$ cat config.mk
export PLATFORM = sky130hd
export DESIGN_NAME = q_word_packer_flat
export DESIGN_NICKNAME = d
export VERILOG_FILES = /design/src/rtl/q_word_packer_if.sv /design/src/rtl/q_word_packer.sv /design/src/flat_wrapper.sv
export SDC_FILE = /design/constraint.sdc
export NUM_CORES = 1
export LEC_CHECK = 0
export BUFFER_PORTS_ARGS = -buffer_cell sky130_fd_sc_hd__buf_2
export CAP_MARGIN = 20
export CORE_UTILIZATION = 60
export CTS_CLUSTER_SIZE = 30
export DETAILED_ROUTE_END_ITERATION = 16
export PLACE_DENSITY_LB_ADDON = 0.15
export SLEW_MARGIN = 40
export SYNTH_ARGS = -nofsm -noshare
export SYNTH_HDL_FRONTEND = slang
export SYNTH_SLANG_ARGS = --single-unit
$ cat constraint.sdc
create_clock -name CLK -period 2.9 [get_ports CLK]
set_input_delay 0.29 -clock CLK [delete_from_list [all_inputs] [get_ports CLK]]
set_output_delay 0.29 -clock CLK [all_outputs]
set_load 0.005 [all_outputs]
$ cat src/rtl/q_word_packer_if.sv
// q_word_packer_if
//   Output word port of q_word_packer: a packed word and its population
//   count, presented with a valid/ready handshake.
//   Word   : packed word, first sampled bit in Word[0]
//   Ones   : number of 1s in Word
//   W_vld  : Word/Ones valid (driven by the packer)
//   W_rdy  : consumer accepts the word (driven by the consumer)
//   master : packer side; slave : consumer side
interface q_word_packer_if #(
  parameter int WIDTH = 8
) ();
  localparam int OW = $clog2(WIDTH + 1);

  logic [WIDTH-1:0] Word;
  logic [OW-1:0]    Ones;
  logic             W_vld;
  logic             W_rdy;

  modport master (output Word, output Ones, output W_vld, input W_rdy);
  modport slave  (input Word, input Ones, input W_vld, output W_rdy);
endinterface

$ cat src/rtl/q_word_packer.sv
// q_word_packer
//   Samples the logic cell's Q output on qualified cycles and packs
//   consecutive bits into WIDTH-bit words, first bit in Word[0]. Completed
//   words leave through a valid/ready port together with their ones count.
//   One completed word may wait in the shift register (HOLD) while another
//   occupies the output register; samples arriving in HOLD are dropped and
//   flagged on the sticky Ovf.
//   CLK    : clock, rising edge
//   Clr    : asynchronous active-high reset
//   Q_in   : data bit from the logic cell
//   Q_vld  : Q_in is a new sample this cycle
//   Start  : begin packing, clear Ovf (IDLE only)
//   Stop   : abort packing, discard partial or held word
//   Busy   : state != IDLE (registered)
//   Ovf    : sticky, a sample was dropped since the last Start
//   wp     : output word port (Word, Ones, W_vld, W_rdy)
module q_word_packer #(
  parameter int WIDTH = 8
) (
  input  logic            CLK,
  input  logic            Clr,
  input  logic            Q_in,
  input  logic            Q_vld,
  input  logic            Start,
  input  logic            Stop,
  output logic            Busy,
  output logic            Ovf,
  q_word_packer_if.master wp
);
  localparam int OW = $clog2(WIDTH + 1);
  localparam int CW = $clog2(WIDTH);
  localparam logic [CW-1:0] LAST = CW'(WIDTH - 1);

  typedef enum logic [1:0] {IDLE, COLLECT, HOLD} state_t;

  state_t           state;
  logic [WIDTH-1:0] sr;
  logic [WIDTH-1:0] sr_nxt;
  logic [CW-1:0]    cnt;
  logic [OW-1:0]    acc;
  logic [OW-1:0]    acc_nxt;
  logic [WIDTH-1:0] word_q;
  logic [OW-1:0]    ones_q;
  logic             wvld_q;
  logic             xfer;
  logic             out_free;

  // acc never exceeds WIDTH, so the plain add cannot overflow OW bits
  function automatic logic [OW-1:0] add_bit(input logic [OW-1:0] a, input logic b);
    return a + OW'(b);
  endfunction

  assign sr_nxt   = {Q_in, sr[WIDTH-1:1]};
  assign acc_nxt  = add_bit(acc, Q_in);
  assign xfer     = wvld_q & wp.W_rdy;
  assign out_free = ~wvld_q | wp.W_rdy;

  assign wp.Word  = word_q;
  assign wp.Ones  = ones_q;
  assign wp.W_vld = wvld_q;

  always_ff @(posedge CLK or posedge Clr) begin
    if (Clr) begin
      state  <= IDLE;
      sr     <= '0;
      cnt    <= '0;
      acc    <= '0;
      word_q <= '0;
      ones_q <= '0;
      wvld_q <= 1'b0;
      Ovf    <= 1'b0;
      Busy   <= 1'b0;
    end else begin
      // a transfer empties the output register unless a load below refills it
      if (xfer) wvld_q <= 1'b0;

      case (state)
        IDLE: begin
          if (Start && !Stop) begin
            state <= COLLECT;
            Busy  <= 1'b1;
            sr    <= '0;
            cnt   <= '0;
            acc   <= '0;
            Ovf   <= 1'b0;
          end
        end

        COLLECT: begin
          if (Stop) begin
            state <= IDLE;
            Busy  <= 1'b0;
            cnt   <= '0;
            acc   <= '0;
          end else if (Q_vld) begin
            sr <= sr_nxt;
            if (cnt == LAST) begin
              if (out_free) begin
                word_q <= sr_nxt;
                ones_q <= acc_nxt;
                wvld_q <= 1'b1;
                cnt    <= '0;
                acc    <= '0;
              end else begin
                // completed word parks in sr/acc until the output frees up
                acc   <= acc_nxt;
                state <= HOLD;
              end
            end else begin
              cnt <= cnt + 1'b1;
              acc <= acc_nxt;
            end
          end
        end

        HOLD: begin
          if (Stop) begin
            state <= IDLE;
            Busy  <= 1'b0;
            cnt   <= '0;
            acc   <= '0;
          end else begin
            if (Q_vld) Ovf <= 1'b1;
            if (xfer) begin
              word_q <= sr;
              ones_q <= acc;
              wvld_q <= 1'b1;
              cnt    <= '0;
              acc    <= '0;
              state  <= COLLECT;
            end
          end
        end

        default: begin
          state <= IDLE;
          Busy  <= 1'b0;
        end
      endcase
    end
  end
endmodule
$ cat src/flat_wrapper.sv
// flat-port wrapper written by rule: the top's interface ports become plain ports
module q_word_packer_flat 
#(
  parameter int WIDTH = 8
)
  (CLK, Clr, Q_in, Q_vld, Start, Stop, Busy, Ovf, wp_Word, wp_Ones, wp_W_vld, wp_W_rdy);
  q_word_packer_if #(.WIDTH(WIDTH)) wp_i ();
  input  logic CLK;
  input  logic Clr;
  input  logic Q_in;
  input  logic Q_vld;
  input  logic Start;
  input  logic Stop;
  output logic Busy;
  output logic Ovf;
  output wire logic [$bits(wp_i.Word)-1:0] wp_Word;
  output wire logic [$bits(wp_i.Ones)-1:0] wp_Ones;
  output wire logic [$bits(wp_i.W_vld)-1:0] wp_W_vld;
  input wire logic [$bits(wp_i.W_rdy)-1:0] wp_W_rdy;
  assign wp_Word = wp_i.Word;
  assign wp_Ones = wp_i.Ones;
  assign wp_W_vld = wp_i.W_vld;
  assign wp_i.W_rdy = wp_W_rdy;
  q_word_packer #(.WIDTH(WIDTH)) u_core (.CLK(CLK), .Clr(Clr), .Q_in(Q_in), .Q_vld(Q_vld), .Start(Start), .Stop(Stop), .Busy(Busy), .Ovf(Ovf), .wp(wp_i));
endmodule
# ---- Word level (Yosys, flattened, before mapping)
# Cells that the tools add are included.
dict set report totals {
  register_bits 32
  elab_cells 103
}
dict set report classes {
  addsub 2
  eq_ne 17
  mux 57
  bitwise_logic 3
  reduce_logical 15
}
# operator n
set ops {}
lappend ops {{$mux W8} 9}
lappend ops {{$mux W4} 13}
lappend ops {{$pmux W8 S2} 2}
lappend ops {{$mux W3} 7}
lappend ops {{$mux W2} 7}
lappend ops {{$mux W1} 12}
lappend ops {{$pmux W4 S3} 1}
lappend ops {{$reduce_and A4 Y1} 3}
lappend ops {{$ne A2 B1 Y1 const B} 5}
lappend ops {{$reduce_and A5 Y1} 2}
lappend ops {{$pmux W3 S3} 1}
lappend ops {{$ne A2 B2 Y1 const B} 4}
lappend ops {{$pmux W4 S2} 1}
lappend ops {{$reduce_and A7 Y1} 1}
lappend ops {{$ne A3 B2 Y1 const B} 2}
lappend ops {{$ne A3 B3 Y1 const B} 2}
lappend ops {{$pmux W1 S2} 3}
lappend ops {{$pmux W2 S3} 1}
lappend ops {{$reduce_bool A2 Y1} 3}
lappend ops {{$add A4 B1 Y4} 1}
lappend ops {{$ne A4 B3 Y1 const B} 1}
lappend ops {{$add A3 B1 Y3 const B} 1}
lappend ops {{$eq A3 B3 Y1 const B} 1}
lappend ops {{$reduce_bool A3 Y1} 1}
lappend ops {{10 further kinds} 10}

# ---- Longest topological paths before layout
dict set report logic_depth {
  depth_word 7
  mapped_depth 8
  ltp_nobuf 6
}

# ---- Least setup slack after synthesis
# Ideal clock, no wire load.
dict set report synth_path {
  path_type {register to register}
  start {register u_core.state[0]}
  end {register u_core.sr[5]}
  t_arrival_ps 1703
  required_time_ps 2780
  setup_slack_ps 1077
  path_stages_with_launch 8
  cell_sequence {dfrtp_1 -> inv_1 -> ha_1 -> nor2b_4 -> a2111oi_4 -> buf_6 -> nor2b_1 -> a31o_1}
}
dict set report synth_between {
  elab_chain_len 3
  elab_cells_between_ends 8
  classes_between {eq/ne: 4; mux: 1; reduce/logical: 3}
}
# element line
set synth_rtl {}
lappend synth_rtl {{start, declared} q_word_packer.sv:36} ;# state_t state;
lappend synth_rtl {{start signal, assigned} q_word_packer.sv:64} ;# state <= IDLE;
lappend synth_rtl {{start signal, assigned} q_word_packer.sv:80} ;# state <= COLLECT;
lappend synth_rtl {{start signal, assigned} q_word_packer.sv:91} ;# state <= IDLE;
lappend synth_rtl {{$eq A2 B1 Y1 / $logic_not A2 Y1 (equally long branches)} q_word_packer.sv:77} ;# case (state)
lappend synth_rtl {{$ne A2 B2 Y1 (no line), or another cell as far along} --}
lappend synth_rtl {{$reduce_and A4 Y1 (no line)} --}
lappend synth_rtl {{end signal, assigned} q_word_packer.sv:96} ;# sr <= sr_nxt;
lappend synth_rtl {{end, declared} q_word_packer.sv:37} ;# logic [WIDTH-1:0] sr;
# Parallel ways exist; a longest one is shown, timed or not.
# A chain may end at the register's enable or synchronous reset.

# ---- Worst setup path after layout
dict set report layout_path {
  start {register u_core.state[1]}
  end {register u_core.sr[4]}
}
# Same word-level chain as after synthesis.

==> impl_metrics.json <==
{
  "ys.warnings.count": 0,
  "clk_latency_ns": 0.35,
  "peakVddDrop_uv": 699,
  "syn_avg_cell_area_sq_um": 10.8,
  "crit_chain": "inv_1 > ha_1 > nor2_1 > a2111oi_4 > nor2b_1 > a31o_2",
  "slowest_stage": "a2111oi_4",
  "p_int_uw": 1050,
  "slew_viol_final": 0,
  "yosys.area_share.simple": 0.156,
  "seq_power_share": 0.409,
  "slowest_delay_ns": 0.72,
  "grt_pass1_vias": 1216,
  "hold_slack_ns": 0.00337,
  "dr.pass1.iters": 4,
  "dr.first_iter.drc_count": 34,
  "comb_power_share": 0.384,
  "io_pins": 22,
  "core-area_sq_um": 2780,
  "grt_max_degree": 33,
  "rsz0062_at_grt": "no",
  "synthTopCellsByArea": "dfrtp_1 (45%), mux2i_1 (7.9%), ha_1 (5.7%), a21oi_1 (4.0%), nor2_1 (3.8%)",
  "start_util": 0.635,
  "overflow": 0,
  "setup_viol": 0,
  "tns_ns": 0,
  "cp.required_ns": 3.14,
  "min_period_over_period": 0.798,
  "worst_slack_ns": 0.585,
  "portBuffers": 21,
  "ys_ff_latch": 32,
  "synth.top_cell.area_share": 0.453,
  "antenna_cells": 0,
  "ys_seq_area_frac": 0.453,
  "path_buf_inv": 1,
  "dp_hpwl_microns": 2260,
  "hp-class": "in -> async",
  "power_uw": 1650,
  "die_w_microns": 56.3,
  "syn_inst": 164,
  "cts-resized-gates": 0,
  "yosysMostFrequentCell": "dfrtp_1",
  "cp_max_fo": 16,
  "synth.largest_area_cell": "dfrtp_1",
  "cp-end-kind": "register",
  "rows": 19,
  "layout-drive-gt1-share": 0.238,
  "routabilityCongestion": 0.810,
  "cts.hold.buffers_added": 0,
  "synth_nets": 179,
  "preCtsSetupSlack_ns": 0.609,
  "yosys-top-cells-count": "dfrtp_1 (32), nor2_1 (18), a21oi_1 (14), mux2i_1 (14), nor2b_1 (9)",
  "synth-edff-count": 0,
  "synthFlopType": "dfrtp_1",
  "dieArea_sq_um": 3170,
  "syn-cell-area_sq_um": 1770,
  "routedWlPerCell_microns": 14.4,
  "power.switching_uw": 594,
  "dr_total_vias": 1274,
  "cts_setup_buffers": 0,
  "grt_pass1_wl_microns": 5430,
  "design_area_sq_um": 1960,
  "period_minus_slack_ns": 2.32,
  "worstSetupPathType": "reg -> reg",
  "antenna_found_initial": 0,
  "numClockSinks": 32,
  "switching_share": 0.361,
  "cp_top_family": "compound AO/OA/AOI/OAI gates",
  "ant_nets": 0,
  "die_h_microns": 56.3,
  "synth_xor_area_frac": 0.00992,
  "drc": 0,
  "clkPwrFrac": 0.207,
  "critPathLaunchType": "register",
  "p_leak_uw": 0.000910,
  "arrival_ns": 2.55,
  "p_per_area_nw_per_um2": 839,
  "async_reset_ff_frac": 1.00,
  "synth_top_family_by_area": "compound AO/OA/AOI/OAI gates",
  "path_clk_slew_ns": 0.11,
  "grt.total_usage": 0.227,
  "area_growth_pct": 11.2,
  "root_buffer": "clkbuf_4",
  "synthAdderAreaFrac": 0.0567,
  "drv_cap": 0,
  "routed_via_density": 5.79,
  "worst_pin_slew_ns": 0.785,
  "htreeDepth": 2,
  "synth_compound_area_frac": 0.192,
  "dpl_cell_area_sq_um": 1880,
  "numCtsBuffers": 5,
  "nets": 203,
  "synth.distinct_cells": 41,
  "routed_wl_microns": 3160,
  "clockBufferDepth": 2,
  "hold_violations": 0,
  "slew_headroom": 0.477,
  "cts_tree": "yes",
  "outcome": "completed",
  "skew_ns": 0.00983,
  "synth_mux_area_frac": 0.0878,
  "clock.fmax_ghz": 0.432
}
==> sequential cells by signal, indices dropped and copies added (netlist names) <==
name / count
u_core.wp.Ones: 4
u_core.state: 2
u_core.Ovf: 1
u_core.cnt: 3
u_core.wp.W_vld: 1
u_core.Busy: 1
u_core.wp.Word: 8
u_core.sr: 8
u_core.acc: 4
==> cell type report <==
type | instances | area [sq um]
clock inverter | 3 | 42.5
tap | 31 | 38.8
timing repair buffer | 24 | 128
fill | 220 | 817
multi-input combinational | 117 | 887
clock buffer | 5 | 37.5
sequential | 32 | 801
inverter | 8 | 30.0
==> kinds of logic (layout without fill, tap and decap cells) <==
logic type,count (synthesis),in the layout
and+or+nand+nor,49,49
buffers and inverters,15,40
adders and majority gates,8,8
DFF,32,32
muxes,15,15
xor gates and xnor gates,2,2
AOI/OAI and AO/OA,43,43
==> power by group through the flow <==
stage               logic (uW)  clock network (uW)  registers [uW]
detailed placement         635                   0             685
global placement           613                   0             676
floorplan                  470                   0             682
global route               715                 365             690
CTS                        638                 351             675
finish                     633                 342             674
==> cells in the final DEF (no fill, tap or decap), types with 2 or more instances in the layout <==
master / n
mux2i_1: 14
inv_1: 8
o221ai_1: 2
buf_2: 21
a31o_2: 6
nand2_1: 8
o21ai_0: 4
ha_1: 8
a22o_1: 3
nor2_1: 18
nor2b_1: 9
nand2b_1: 3
xnor2_1: 2
a21oi_1: 14
nand3_1: 2
o2bb2ai_1: 3
clkbuf_4: 5
dfrtp_1: 32
buf_4: 3
==> metrics by stage <==
step / utilization / instances
5_1_grt: 0.706 / 220
3_5_place_dp: 0.677 / 212
4_1_cts: 0.706 / 220
3_3_place_gp: 0.677 / 212
6_report: 0.706 / 220
2_1_floorplan: - / 164
==> worst register-to-register path, cell delays in order (launching register included) <==
cell,delay (ns)
dfrtp_1,0.43
inv_1,0.09
ha_1,0.46
nor2_1,0.16
a2111oi_4,0.72
nor2b_1,0.11
a31o_2,0.24
==> final timing paths <==
| path | start | to | slack (ns) | depth (start not counted) |
|---|---|---|---|---|
| worst max register to register | u_core.state[1] | u_core.sr[4] | 0.58 | 6 |
| min in group CLK | Q_in | u_core.sr[7] | 0.27 | 3 |
| worst min-delay path | Clr | u_core.sr[6] | 0.003 | 3 |
| max in group asynchronous | Clr | u_core.cnt[1] | 2.61 | 3 |
| worst max-delay path | u_core.state[1] | u_core.sr[4] | 0.58 | 6 |
| worst min register to register | u_core.Busy | u_core.Busy | 0.52 | 2 |
==> per-layer routing <==
layer / up-vias / global-route usage / part of all wire
li1: 634 / - / -
met1: 607 / 0.290 / 0.47
met2: 27 / 0.376 / 0.47
met3: 6 / 0.0622 / 0.048
met4: 0 / 0.0732 / 0.016
met5: - / 0 / 0
Power figures use the tool's default switching activity.
